$ cat src/rtl/eth_frame_pkg.sv
// Shared Ethernet framing constants, CRC-32 parameters and TX FSM state encoding.
package eth_frame_pkg;
  localparam logic [7:0]  PREAMBLE_BYTE   = 8'h55;
  localparam logic [7:0]  SFD_BYTE        = 8'hD5;
  localparam logic [31:0] CRC32_POLY_R    = 32'hEDB88320;
  localparam logic [31:0] CRC32_INIT      = 32'hFFFFFFFF;
  localparam logic [31:0] CRC32_RESIDUE_R = 32'hDEBB20E3;

  localparam int HDR_BYTES      = 14;
  localparam int MIN_DATA_BYTES = 46;
  localparam int PKG_BYTES      = 16;
  localparam int PREAMBLE_BYTES = 8;
  localparam int FCS_BYTES      = 4;
  localparam int PAD_BYTES      = MIN_DATA_BYTES - PKG_BYTES;

  typedef enum logic [2:0] {
    TX_IDLE, TX_PREAMBLE, TX_HEADER, TX_PAYLOAD, TX_PAD, TX_FCS, TX_IPG
  } tx_state_t;
endpackage

$ cat src/rtl/pkg_rmii_tx_framer_if.sv
// Package-side request and RMII-side dibit stream of the TX framer.
interface pkg_rmii_tx_framer_if;
  logic         tx_start;
  logic [127:0] tx_package_i;
  logic [1:0]   ctrl_tx_data;
  logic         ctrl_tx_en;
  logic         tx_busy;
  logic         tx_done;
  logic [7:0]   drop_cnt;

  modport master (
    output tx_start, tx_package_i,
    input  ctrl_tx_data, ctrl_tx_en, tx_busy, tx_done, drop_cnt
  );
  modport slave (
    input  tx_start, tx_package_i,
    output ctrl_tx_data, ctrl_tx_en, tx_busy, tx_done, drop_cnt
  );
endinterface

$ cat src/rtl/pkg_rmii_tx_framer_crc32_d2.sv
// Combinational 2-bit-per-step reflected CRC-32 next-state; shared with the RX checker.
module crc32_d2
  import eth_frame_pkg::*;
(
  input  logic [31:0] crc_i,
  input  logic [1:0]  data_i,
  output logic [31:0] crc_o
);
  always_comb begin
    crc_o = crc_i;
    // data_i[0] is the earlier bit on the wire
    for (int i = 0; i < 2; i++) begin
      crc_o = (crc_o >> 1) ^ ({32{crc_o[0] ^ data_i[i]}} & CRC32_POLY_R);
    end
  end
endmodule

$ cat src/rtl/pkg_rmii_tx_framer.sv
// Frames a 16-byte control package as an Ethernet II frame on the RMII dibit stream.
module pkg_rmii_tx_framer
  import eth_frame_pkg::*;
#(
  parameter logic [47:0] DST_MAC   = 48'hFFFF_FFFF_FFFF,
  parameter logic [47:0] SRC_MAC   = 48'h02_00_00_00_00_01,
  parameter logic [15:0] ETHERTYPE = 16'h88B5,
  parameter bit          PAD_EN    = 1'b1,
  parameter int          IPG_BYTES = 12   // must be >= 1
) (
  input  logic                 sys_clk,
  input  logic                 rst_n,
  pkg_rmii_tx_framer_if.slave  bus
);
  localparam logic [111:0] HDR = {DST_MAC, SRC_MAC, ETHERTYPE};

  localparam logic [2:0] S_IDLE = 3'(TX_IDLE);
  localparam logic [2:0] S_PRE  = 3'(TX_PREAMBLE);
  localparam logic [2:0] S_HDR  = 3'(TX_HEADER);
  localparam logic [2:0] S_PAY  = 3'(TX_PAYLOAD);
  localparam logic [2:0] S_PAD  = 3'(TX_PAD);
  localparam logic [2:0] S_FCS  = 3'(TX_FCS);
  localparam logic [2:0] S_IPG  = 3'(TX_IPG);

  logic [2:0]   state_q, state_d;
  logic [7:0]   byte_q, byte_d;
  logic [1:0]   dib_q, dib_d;
  logic [127:0] pkg_q, pkg_d;
  logic [31:0]  crc_q, crc_d, crc_nxt;
  logic [31:0]  fcs_q, fcs_d, fcs_cur;
  logic [1:0]   data_q, data_d;
  logic         en_q, en_d, busy_q, busy_d, done_q, done_d;
  logic [7:0]   drop_q, drop_d;
  logic [7:0]   cur_byte;
  logic [3:0]   hdr_idx;

  function automatic logic [7:0] last_byte(input logic [2:0] s);
    case (s)
      S_PRE:   last_byte = 8'(PREAMBLE_BYTES - 1);
      S_HDR:   last_byte = 8'(HDR_BYTES - 1);
      S_PAY:   last_byte = 8'(PKG_BYTES - 1);
      S_PAD:   last_byte = 8'(PAD_BYTES - 1);
      S_FCS:   last_byte = 8'(FCS_BYTES - 1);
      default: last_byte = 8'(IPG_BYTES - 1);
    endcase
  endfunction

  function automatic logic [2:0] next_state(input logic [2:0] s);
    case (s)
      S_PRE:   next_state = S_HDR;
      S_HDR:   next_state = S_PAY;
      S_PAY:   next_state = PAD_EN ? S_PAD : S_FCS;
      S_PAD:   next_state = S_FCS;
      S_FCS:   next_state = S_IPG;
      default: next_state = S_IDLE;
    endcase
  endfunction

  // data_q is the dibit on the wire this cycle, so the CRC trails it by one step
  crc32_d2 u_crc (.crc_i(crc_q), .data_i(data_q), .crc_o(crc_nxt));

  always_comb begin
    state_d = state_q;
    byte_d  = byte_q;
    dib_d   = dib_q;
    pkg_d   = pkg_q;
    drop_d  = drop_q;
    if (state_q == S_IDLE) begin
      if (bus.tx_start) begin
        state_d = S_PRE;
        byte_d  = '0;
        dib_d   = '0;
        pkg_d   = bus.tx_package_i;
      end
    end else begin
      if (bus.tx_start && drop_q != 8'hFF) drop_d = drop_q + 8'd1;
      dib_d = dib_q + 2'd1;
      if (dib_q == 2'd3) begin
        if (byte_q == last_byte(state_q)) begin
          byte_d  = '0;
          state_d = next_state(state_q);
        end else begin
          byte_d = byte_q + 8'd1;
        end
      end
    end
  end

  // Outputs are computed from the next position so the registers present it this cycle
  always_comb begin
    cur_byte = 8'h00;
    hdr_idx  = 4'(HDR_BYTES - 1) - byte_d[3:0];
    case (state_d)
      S_PRE:   cur_byte = (byte_d == 8'(PREAMBLE_BYTES - 1)) ? SFD_BYTE : PREAMBLE_BYTE;
      S_HDR:   cur_byte = HDR[{hdr_idx, 3'b000} +: 8];
      S_PAY:   cur_byte = pkg_q[{byte_d[3:0], 3'b000} +: 8];
      default: cur_byte = 8'h00;
    endcase

    fcs_cur = (state_q != S_FCS) ? ~crc_nxt : fcs_q;
    fcs_d   = fcs_q;
    en_d    = (state_d != S_IDLE) && (state_d != S_IPG);
    busy_d  = (state_d != S_IDLE);
    done_d  = (state_q == S_FCS) && (state_d == S_IPG);
    data_d  = 2'b00;
    if (state_d == S_FCS) begin
      data_d = fcs_cur[1:0];
      fcs_d  = fcs_cur >> 2;
    end else if (en_d) begin
      data_d = cur_byte[{dib_d, 1'b0} +: 2];
    end

    crc_d = crc_q;
    if (state_q == S_IDLE)
      crc_d = CRC32_INIT;
    else if (state_q == S_HDR || state_q == S_PAY || state_q == S_PAD)
      crc_d = crc_nxt;
  end

  always_ff @(posedge sys_clk) begin
    if (!rst_n) begin
      state_q <= S_IDLE;
      byte_q  <= '0;
      dib_q   <= '0;
      pkg_q   <= '0;
      crc_q   <= CRC32_INIT;
      fcs_q   <= '0;
      data_q  <= '0;
      en_q    <= 1'b0;
      busy_q  <= 1'b0;
      done_q  <= 1'b0;
      drop_q  <= '0;
    end else begin
      state_q <= state_d;
      byte_q  <= byte_d;
      dib_q   <= dib_d;
      pkg_q   <= pkg_d;
      crc_q   <= crc_d;
      fcs_q   <= fcs_d;
      data_q  <= data_d;
      en_q    <= en_d;
      busy_q  <= busy_d;
      done_q  <= done_d;
      drop_q  <= drop_d;
    end
  end

  assign bus.ctrl_tx_data = data_q;
  assign bus.ctrl_tx_en   = en_q;
  assign bus.tx_busy      = busy_q;
  assign bus.tx_done      = done_q;
  assign bus.drop_cnt     = drop_q;
endmodule

$ cat src/flat_wrapper.sv
// flat-port wrapper written by rule: the top's interface ports become plain ports
module pkg_rmii_tx_framer_flat import eth_frame_pkg::*;
#(
  parameter logic [47:0] DST_MAC   = 48'hFFFF_FFFF_FFFF,
  parameter logic [47:0] SRC_MAC   = 48'h02_00_00_00_00_01,
  parameter logic [15:0] ETHERTYPE = 16'h88B5,
  parameter bit          PAD_EN    = 1'b1,
  parameter int          IPG_BYTES = 12                  
)
  (sys_clk, rst_n, bus_tx_start, bus_tx_package_i, bus_ctrl_tx_data, bus_ctrl_tx_en, bus_tx_busy, bus_tx_done, bus_drop_cnt);
  pkg_rmii_tx_framer_if bus_i ();
  input  logic sys_clk;
  input  logic rst_n;
  input wire logic [$bits(bus_i.tx_start)-1:0] bus_tx_start;
  input wire logic [$bits(bus_i.tx_package_i)-1:0] bus_tx_package_i;
  output wire logic [$bits(bus_i.ctrl_tx_data)-1:0] bus_ctrl_tx_data;
  output wire logic [$bits(bus_i.ctrl_tx_en)-1:0] bus_ctrl_tx_en;
  output wire logic [$bits(bus_i.tx_busy)-1:0] bus_tx_busy;
  output wire logic [$bits(bus_i.tx_done)-1:0] bus_tx_done;
  output wire logic [$bits(bus_i.drop_cnt)-1:0] bus_drop_cnt;
  assign bus_i.tx_start = bus_tx_start;
  assign bus_i.tx_package_i = bus_tx_package_i;
  assign bus_ctrl_tx_data = bus_i.ctrl_tx_data;
  assign bus_ctrl_tx_en = bus_i.ctrl_tx_en;
  assign bus_tx_busy = bus_i.tx_busy;
  assign bus_tx_done = bus_i.tx_done;
  assign bus_drop_cnt = bus_i.drop_cnt;
  pkg_rmii_tx_framer #(.DST_MAC(DST_MAC), .SRC_MAC(SRC_MAC), .ETHERTYPE(ETHERTYPE), .PAD_EN(PAD_EN), .IPG_BYTES(IPG_BYTES)) u_core (.sys_clk(sys_clk), .rst_n(rst_n), .bus(bus_i));
endmodule
$ cat config.mk
export PLATFORM = sky130hd
export DESIGN_NAME = pkg_rmii_tx_framer_flat
export DESIGN_NICKNAME = d
export VERILOG_FILES = /design/src/rtl/eth_frame_pkg.sv /design/src/rtl/pkg_rmii_tx_framer_if.sv /design/src/rtl/pkg_rmii_tx_framer_crc32_d2.sv /design/src/rtl/pkg_rmii_tx_framer.sv /design/src/flat_wrapper.sv
export SDC_FILE = /design/constraint.sdc
export NUM_CORES = 1
export LEC_CHECK = 0
export ABC_AREA = 1
export BUFFER_PORTS_ARGS = -buffer_cell sky130_fd_sc_hd__buf_2
export CORE_MARGIN = 4
export CORE_UTILIZATION = 50
export CTS_CLUSTER_SIZE = 20
export DETAILED_ROUTE_END_ITERATION = 8
export PLACE_DENSITY = 0.71
export REMOVE_ABC_BUFFERS = 1
export SLEW_MARGIN = 40
export SYNTH_ARGS = -nofsm -noshare
export SYNTH_HDL_FRONTEND = slang
export SYNTH_HIERARCHICAL = 1
export SYNTH_SLANG_ARGS = --single-unit
$ cat constraint.sdc
create_clock -name sys_clk -period 3.75 [get_ports sys_clk]
set_input_delay 0.75 -clock sys_clk [delete_from_list [all_inputs] [get_ports sys_clk]]
set_output_delay 0.75 -clock sys_clk [all_outputs]
set_load 0.02 [all_outputs]
# ---- Word level (Yosys, flattened, before mapping)
# Index checks and enable logic that the tools add are counted.
dict set report op_classes {
  reduce_logical 10
  bitwise_logic 7
  eq_ne 16
  n_shift 3
  add_sub_neg 4
  muxes 19
}
# op n
set op_table {}
lappend op_table {{indexed part select 128 x 8 -> 8 bit} 1}
lappend op_table {{indexed part select 112 x 8 -> 8 bit (first input constant)} 1}
lappend op_table {{XOR 31 x 32 -> 32 bit} 2}
lappend op_table {{2-to-1 mux 8 bit} 7}
lappend op_table {{2-to-1 mux 32 bit} 1}
lappend op_table {{NOT 32 bit} 1}
lappend op_table {{case mux 5 bit (5 select lines)} 1}
lappend op_table {{case mux 8 bit (3 select lines)} 1}
lappend op_table {{adder 8 x 1 -> 8 bit (second input constant)} 2}
lappend op_table {{case mux 3 bit (5 select lines)} 1}
lappend op_table {{== test 3 x 2 -> 1 bit (second input constant)} 4}
lappend op_table {{== test 3 bit (second input constant)} 4}
lappend op_table {{2-to-1 mux 3 bit} 4}
lappend op_table {{== test 8 x 3 -> 1 bit (second input constant)} 1}
lappend op_table {{== test 8 bit} 1}
lappend op_table {{2-to-1 mux 2 bit} 4}
lappend op_table {{inequality test 8 bit (second input constant)} 1}
lappend op_table {{indexed part select 8 x 4 -> 2 bit} 1}
lappend op_table {{== test 3 x 1 -> 1 bit (second input constant)} 2}
lappend op_table {{inequality test 3 bit (second input constant)} 2}
lappend op_table {{AND reduction 2 bit} 2}
lappend op_table {{subtractor 4 bit (first input constant)} 1}
lappend op_table {{logical AND 1 bit} 3}
lappend op_table {{logical NOT 3 bit} 1}
lappend op_table {{7 further kinds} 10}
dict set report totals {
  output_inout_bits 13
  wordCells 70
  in_bits 131
  reg_bits 216
}

# ---- Depth between registers and ports, before layout
dict set report logic_depth {
  depth_word 14
  mapped_depth 22
  depth_no_buf 21
}

# ---- By module
# The synthesis kept the hierarchy.
# module instances cells_per_inst seq_area_each_um2 area_per_inst_um2
set modules_own_cells {}
lappend modules_own_cells {pkg_rmii_tx_framer 1 1438 4324.1 9903.2}
lappend modules_own_cells {crc32_d2 1 77 0.0 445.4}

# ---- Worst setup path after synthesis
# No wires, ideal clock.
dict set report synth_path {
  path_type {reg2reg}
  from {reg u_core.dib_q[0]}
  to {reg u_core.data_q[0], in the netlist u_core/bus.ctrl_tx_data[0]}
  t_arrival_ns 2.580
  synth_period_minus_slack_ns 2.713
  path_buffers 1
  slack_ns 1.037
  stages_incl_launch_ff 19
  setup_time_ns 0.132
  t_required_ns 3.618
  path_cell_list {dfxtp_1 > ha_1 > inv_1 > nor2_1 > a211oi_1 > nand2_2 > nand2_2 > buf_4 > ha_1 > inv_1 > ha_1 > nor2_1 > a21oi_1 > nand3_1 > nand2_1 > nor2_1 > nand2_1 > nand3_1 > a21oi_1}
}
dict set report synth_via {
  elab_chain_len 9
  elab_cells_between_ends 22
  cone_classes {add/sub: 2; eq/ne: 6; shift: 3; mux: 9; reduce/logical: 2}
}
# element line
set synth_lines {}
lappend synth_lines {{start: declaration} pkg_rmii_tx_framer.sv:27} ;# logic [1:0] dib_q, dib_d;
lappend synth_lines {{start signal: assignment} pkg_rmii_tx_framer.sv:136} ;# dib_q <= dib_d;
lappend synth_lines {{== test 2 bit (*)} pkg_rmii_tx_framer.sv:78} ;# if (dib_q == 2'd3) begin
lappend synth_lines {{2-to-1 mux 8 bit (*)} pkg_rmii_tx_framer.sv:78}
lappend synth_lines {{2-to-1 mux 8 bit (*)} pkg_rmii_tx_framer.sv:68} ;# if (state_q == S_IDLE) begin
lappend synth_lines {{net u_core.byte_d[1]} pkg_rmii_tx_framer.sv:26} ;# logic [7:0] byte_q, byte_d;
lappend synth_lines {{subtractor 4 bit} pkg_rmii_tx_framer.sv:92} ;# hdr_idx = 4'(HDR_BYTES - 1) - byte_d[3:0];
lappend synth_lines {{indexed part select 112 x 8 -> 8 bit} pkg_rmii_tx_framer.sv:95} ;# S_HDR: cur_byte = HDR[{hdr_idx, 3'b000} +: 8];
lappend synth_lines {{case mux 8 bit (3 select lines) (*)} pkg_rmii_tx_framer.sv:93} ;# case (state_d)
lappend synth_lines {{indexed part select 8 x 4 -> 2 bit (*)} pkg_rmii_tx_framer.sv:110} ;# data_d = cur_byte[{dib_d, 1'b0} +: 2];
lappend synth_lines {{2-to-1 mux 2 bit (*)} pkg_rmii_tx_framer.sv:109} ;# end else if (en_d) begin
lappend synth_lines {{2-to-1 mux 2 bit (*)} pkg_rmii_tx_framer.sv:106} ;# if (state_d == S_FCS) begin
lappend synth_lines {{end signal: assignment} pkg_rmii_tx_framer.sv:140} ;# data_q <= data_d;
lappend synth_lines {{end: declaration} pkg_rmii_tx_framer.sv:31} ;# logic [1:0] data_q, data_d;
# Mark *: on every way through the listed nets, which the timed path passes. The rest lies on a longest branch.
# A chain may end at the register's enable or synchronous reset.

# ---- Worst setup path in the final report
dict set report layout_path {
  from {reg u_core.state_q[2]}
  to {reg u_core.data_q[1], in the netlist u_core/bus.ctrl_tx_data[1]}
}
dict set report layout_via {
  elab_chain_len 14
  elab_cells_between_ends 37
  cone_classes {add/sub: 1; eq/ne: 13; shift: 3; mux: 17; reduce/logical: 3}
}
# element line
set layout_lines {}
lappend layout_lines {{start: declaration} pkg_rmii_tx_framer.sv:25} ;# logic [2:0] state_q, state_d;
lappend layout_lines {{start signal: assignment} pkg_rmii_tx_framer.sv:134} ;# state_q <= state_d;
lappend layout_lines {{== test 3 bit (tied with other cells)} {pkg_rmii_tx_framer.sv:38, pkg_rmii_tx_framer.sv:49}}
lappend layout_lines {{case mux 5 bit (5 select lines)} pkg_rmii_tx_framer.sv:38} ;# case (s)
lappend layout_lines {{2-to-1 mux 8 bit} pkg_rmii_tx_framer.sv:78}
lappend layout_lines {{2-to-1 mux 8 bit} pkg_rmii_tx_framer.sv:68}
lappend layout_lines {{== test 8 bit} pkg_rmii_tx_framer.sv:79} ;# if (byte_q == last_byte(state_q)) begin
lappend layout_lines {{2-to-1 mux 8 bit} pkg_rmii_tx_framer.sv:79}
lappend layout_lines {{2-to-1 mux 8 bit} pkg_rmii_tx_framer.sv:78}
lappend layout_lines {{2-to-1 mux 8 bit} pkg_rmii_tx_framer.sv:68}
lappend layout_lines {{subtractor 4 bit or == test 8 x 3 -> 1 bit (tied branches)} {pkg_rmii_tx_framer.sv:92, pkg_rmii_tx_framer.sv:94}}
lappend layout_lines {{indexed part select 112 x 8 -> 8 bit or 2-to-1 mux 8 bit (tied branches)} {pkg_rmii_tx_framer.sv:95, pkg_rmii_tx_framer.sv:94}}
lappend layout_lines {{case mux 8 bit (3 select lines)} pkg_rmii_tx_framer.sv:93}
lappend layout_lines {{indexed part select 8 x 4 -> 2 bit} pkg_rmii_tx_framer.sv:110}
lappend layout_lines {{2-to-1 mux 2 bit} pkg_rmii_tx_framer.sv:109}
lappend layout_lines {{2-to-1 mux 2 bit (*)} pkg_rmii_tx_framer.sv:106}
# Mark *: on every way between the ends. The rest lies on a longest branch, timed or not. The select of a mux whose other input is x is not followed.

==> run_results.csv <==
group,metric,value,unit
route,vias,9890,
timing,rsz0062_at_grt,"no",
placement,post_dp_cell_area,11090,sq um
clocking,ctsHoldBuffers,0,
route,drc_errors,0,
power,ir_drop,0.0002627,V
setup_path,crit_required,4.13,ns
finish,syn2layout_area_growth,14.70,%
global_routing,grt_use_total,0.2177,
yosys,ys_ff_latch,216,
yosys,synth_edf_count,0,
yosys,synth_ff_type,"dfxtp_1",
status,status,"complete, no violations",
yosys,synth_largest_area_cell,"dfxtp_1",
finish,diodes,0,
setup_path,crit_type,"reg -> reg",
finish,fillerInstances,2012,
yosys,synthesis.area,10350,sq um
timing,report.final.slew_viol_count,0,
clocking,cts_htree_levels,1,
yosys,syn_inst,1515,
floorplan,ios,144,
placement,post-place-cells,1836,
placement,io_buffers,143,
clocking,cts_tree,"yes",
yosys,synth.distinct_cells,39,
timing,worst_pin_slew,0.8105,ns
yosys,synth_warnings,6,
power,swShare,0.2752,
floorplan,core,20300,sq um
global_routing,overflow,0,
timing,max_freq,0.3335,GHz
global_routing,antenna_found_initial,1,
route,drt-pass1-iter-count,5,
yosys,synthTopCellsByArea,"dfxtp_1 (42%), nand2_1 (14%), o21ai_0 (10%)",
finish,stdcell_count,1879,
floorplan,die_h,151.9,microns
setup_path,startpoint,"u_core/state_q[2]$_SDFF_PN0_",
route,wl_per_cell,14.19,microns
finish,finalInstanceArea,11870,sq um
power,sequentialPowerShare,0.439,
setup_path,crit_top_cell,"nand2_1",
floorplan,dieArea,23060,sq um
clocking,cts_max_path_buffers,3,
power,intPower,4.092,mW
clocking,cts_resized,0,
setup_path,cp_num_buf_inv,3,
clocking,numCtsBuffers,24,
timing,setup-tns-final,0,ns
clocking,post_cts_buffers,0,
run,maxCapViolCount,0,
timing,fin_skew,0.01052,ns
placement,gp_congestion,0.8655,
hold_path,min_path_type,"reg -> reg",
yosys,synth_top_cell_area_share,0.4178,
floorplan,die_width,151.9,microns
timing,slew_headroom,0.4563,
clocking,cts.sinks,216,
power,switchingPower,1.554,mW
global_routing,grt_pass1_vias,9136,
route,via_per_inst,5.263,
yosys,syn_area_per_cell,6.831,sq um
floorplan,start_util,0.5098,
finish,drive_gt1_frac,0.1492,
timing,hold_viol_final,0,
power,clockPowerShare,0.405,
power,pwr-share-comb,0.156,
setup_path,worst_setup_path_start_kind,"register",
timing,fin_crit_sh,0.7996,
setup_path,r2r-start,"u_core/state_q[2]$_SDFF_PN0_",
setup_path,critPathSlowestCell,"dfxtp_1",
setup_path,critical-path-top-delay-family,"simple AND/OR/NAND/NOR gates",
setup_path,crit_path_end_kind,"register",
floorplan,row_count,52,
setup_path,arrival,3.38,ns
clocking,clk_latency,0.51,ns
hold_path,min_from,"u_core/pkg_q[24]$_SDFFE_PN0P_",
clocking,clk_pin_slew_worst_paths,0.06,ns
setup_path,critPathMaxFanout,14,
global_routing,grt_pass1_wl,43.85,mm
route,routed_wl,26.67,mm
clocking,cts_root_buf,"clkbuf_16",
yosys,async_reset_ff_frac,0,
route,antenna_left,0,
timing,fin_hold_ws,0.4484,ns
power,power_leakage,5.504,nW
finish,fin_nets,1728,
setup_path,path_cells,"inv_2, nand2_2, nand2_1, nand2_1, nand2_1, nand2_1, inv_2, nand3_4, nand2_2, nand2_2, ha_1, inv_1, ha_1, nor2_1, a21oi_1, nand3_1, nand2_1, nor2_1, nand2_1, nand2_1, a21oi_1",
placement,detailed_place_hpwl,17.51,mm
timing,finalSetupViolCount,0,
global_routing,grt_max_degree,194,
power,powerDensity,475.7,nW/um^2
yosys,seq_area_frac_synth,0.4178,
finish,final_util,0.5848,
route,drt_first_iter_violations,558,
setup_path,slowest_delay,0.47,ns
timing,finalCriticalPeriod,2.998,ns
-- registers in the layout, indices dropped and copies added, names as in the netlist --
register,count
u_core/crc_q,32
u_core/bus.tx_busy,1
u_core/fcs_q,30
u_core/bus.drop_cnt,8
u_core/bus.ctrl_tx_en,1
u_core/byte_q,8
u_core/bus.tx_done,1
u_core/bus.ctrl_tx_data,2
u_core/dib_q,2
u_core/state_q,3
u_core/pkg_q,128
-- cell usage in the layout, fill, tap and decap left out, drive strengths merged --
cell type	Yosys	routed
nand2	383	383
o21ai	228	228
dfxtp	216	216
a21oi	175	175
buf	36	163
nand3	160	160
inv	126	125
nor2	58	58
clkbuf	76	35
xnor2	15	15
clkinv	1	10
nand4	8	8
o211ai	7	7
ha	5	5
xor2	4	4
nand3b	4	4
nor3	4	4
a211oi	2	2
a31oi	2	2
a21boi	1	1
a22oi	1	1
nor4	1	1
o21bai	1	1
o21a	1	1
-- power groups by stage --
stage          combinational (mW)  sequential [mW]  clock [mW]
4_1_cts                     0.886             2.48        2.34
3_3_place_gp                0.873             2.52           0
3_5_place_dp                0.881             2.53           0
6_report                    0.882             2.48        2.29
5_1_grt                      1.01             2.49        2.42
2_1_floorplan               0.582             2.52           0
-- worst register-to-register path, delay by kind of cell (launching register included) --
kind,cells,cell delay (ns)
simple gates,14,1.58
buf+inv,3,0.19
fa+ha+maj,2,0.47
flops,1,0.47
compound gates,2,0.14
-- final timing paths --
path / endpoint / slack (ns) / cells after the start
setup reg to reg: u_core/bus.ctrl_tx_data[1]$_SDFF_PN0_ / 0.75 / 21
hold / removal: u_core/pkg_q[24]$_SDFFE_PN0P_ / 0.45 / 2
hold reg to reg: u_core/pkg_q[24]$_SDFFE_PN0P_ / 0.45 / 2
setup / recovery: u_core/bus.ctrl_tx_data[1]$_SDFF_PN0_ / 0.75 / 21
-- cells by family (layout without fill, tap and decap cells) --
group / after synthesis / count (layout) / share of synthesized area
AND/OR/NAND/NOR: 618 / 618 / 0.2579
AO/OA/AOI/OAI: 418 / 418 / 0.2067
buffers and inverters: 239 / 333 / 0.09467
flip-flops: 216 / 216 / 0.4178
XOR/XNOR: 19 / 19 / 0.01681
adder cells (fa/ha/maj): 5 / 5 / 0.006045
-- area by class of cell --
class / instances / area (sq um) / share of cell area
Multi-Input combinational cell: 1060 / 5060 / 0.4263
Tap cell: 270 / 337.8 / 0.02846
Timing Repair Buffer: 163 / 890.9 / 0.07505
Clock inverter: 8 / 47.55 / 0.004005
Clock buffer: 35 / 733.2 / 0.06177
Inverter: 127 / 476.7 / 0.04016
Sequential cell: 216 / 4324 / 0.3643
-- stage by stage --
| step | setup WS (ns) | total power [mW] |
|---|---|---|
| floorplan | -2.449 | 3.106 |
| global placement | 0.8463 | 3.396 |
| detailed placement | 0.8165 | 3.408 |
| CTS | 0.8214 | 5.699 |
| global route | 0.4348 | 5.921 |
| finish | 0.7516 | 5.646 |
-- Yosys cell counts, types with 2 or more instances --
cell type / instances
a21oi_1: 174
buf_4: 13
a211oi_1: 2
buf_2: 21
dfxtp_1: 216
nand3b_1: 4
xnor2_1: 14
nand4_1: 8
ha_1: 5
clkbuf_1: 76
o21ai_1: 17
nor2_4: 6
nand2_2: 9
inv_1: 115
nand3_1: 159
inv_2: 11
nand2_1: 373
nor3_1: 2
xor2_1: 4
o211ai_1: 6
o21ai_0: 211
nor2_1: 51
a31oi_1: 2
-- per-layer routing --
layer	global-route usage	share of wire	up-vias
li1	-	-	5130
met1	0.2966	0.46	4467
met2	0.3641	0.47	241
met3	0.03072	0.046	50
met4	0.05950	0.024	2
met5	0	0.00026	-
Note: power is estimated with default switching activity, not from simulation.
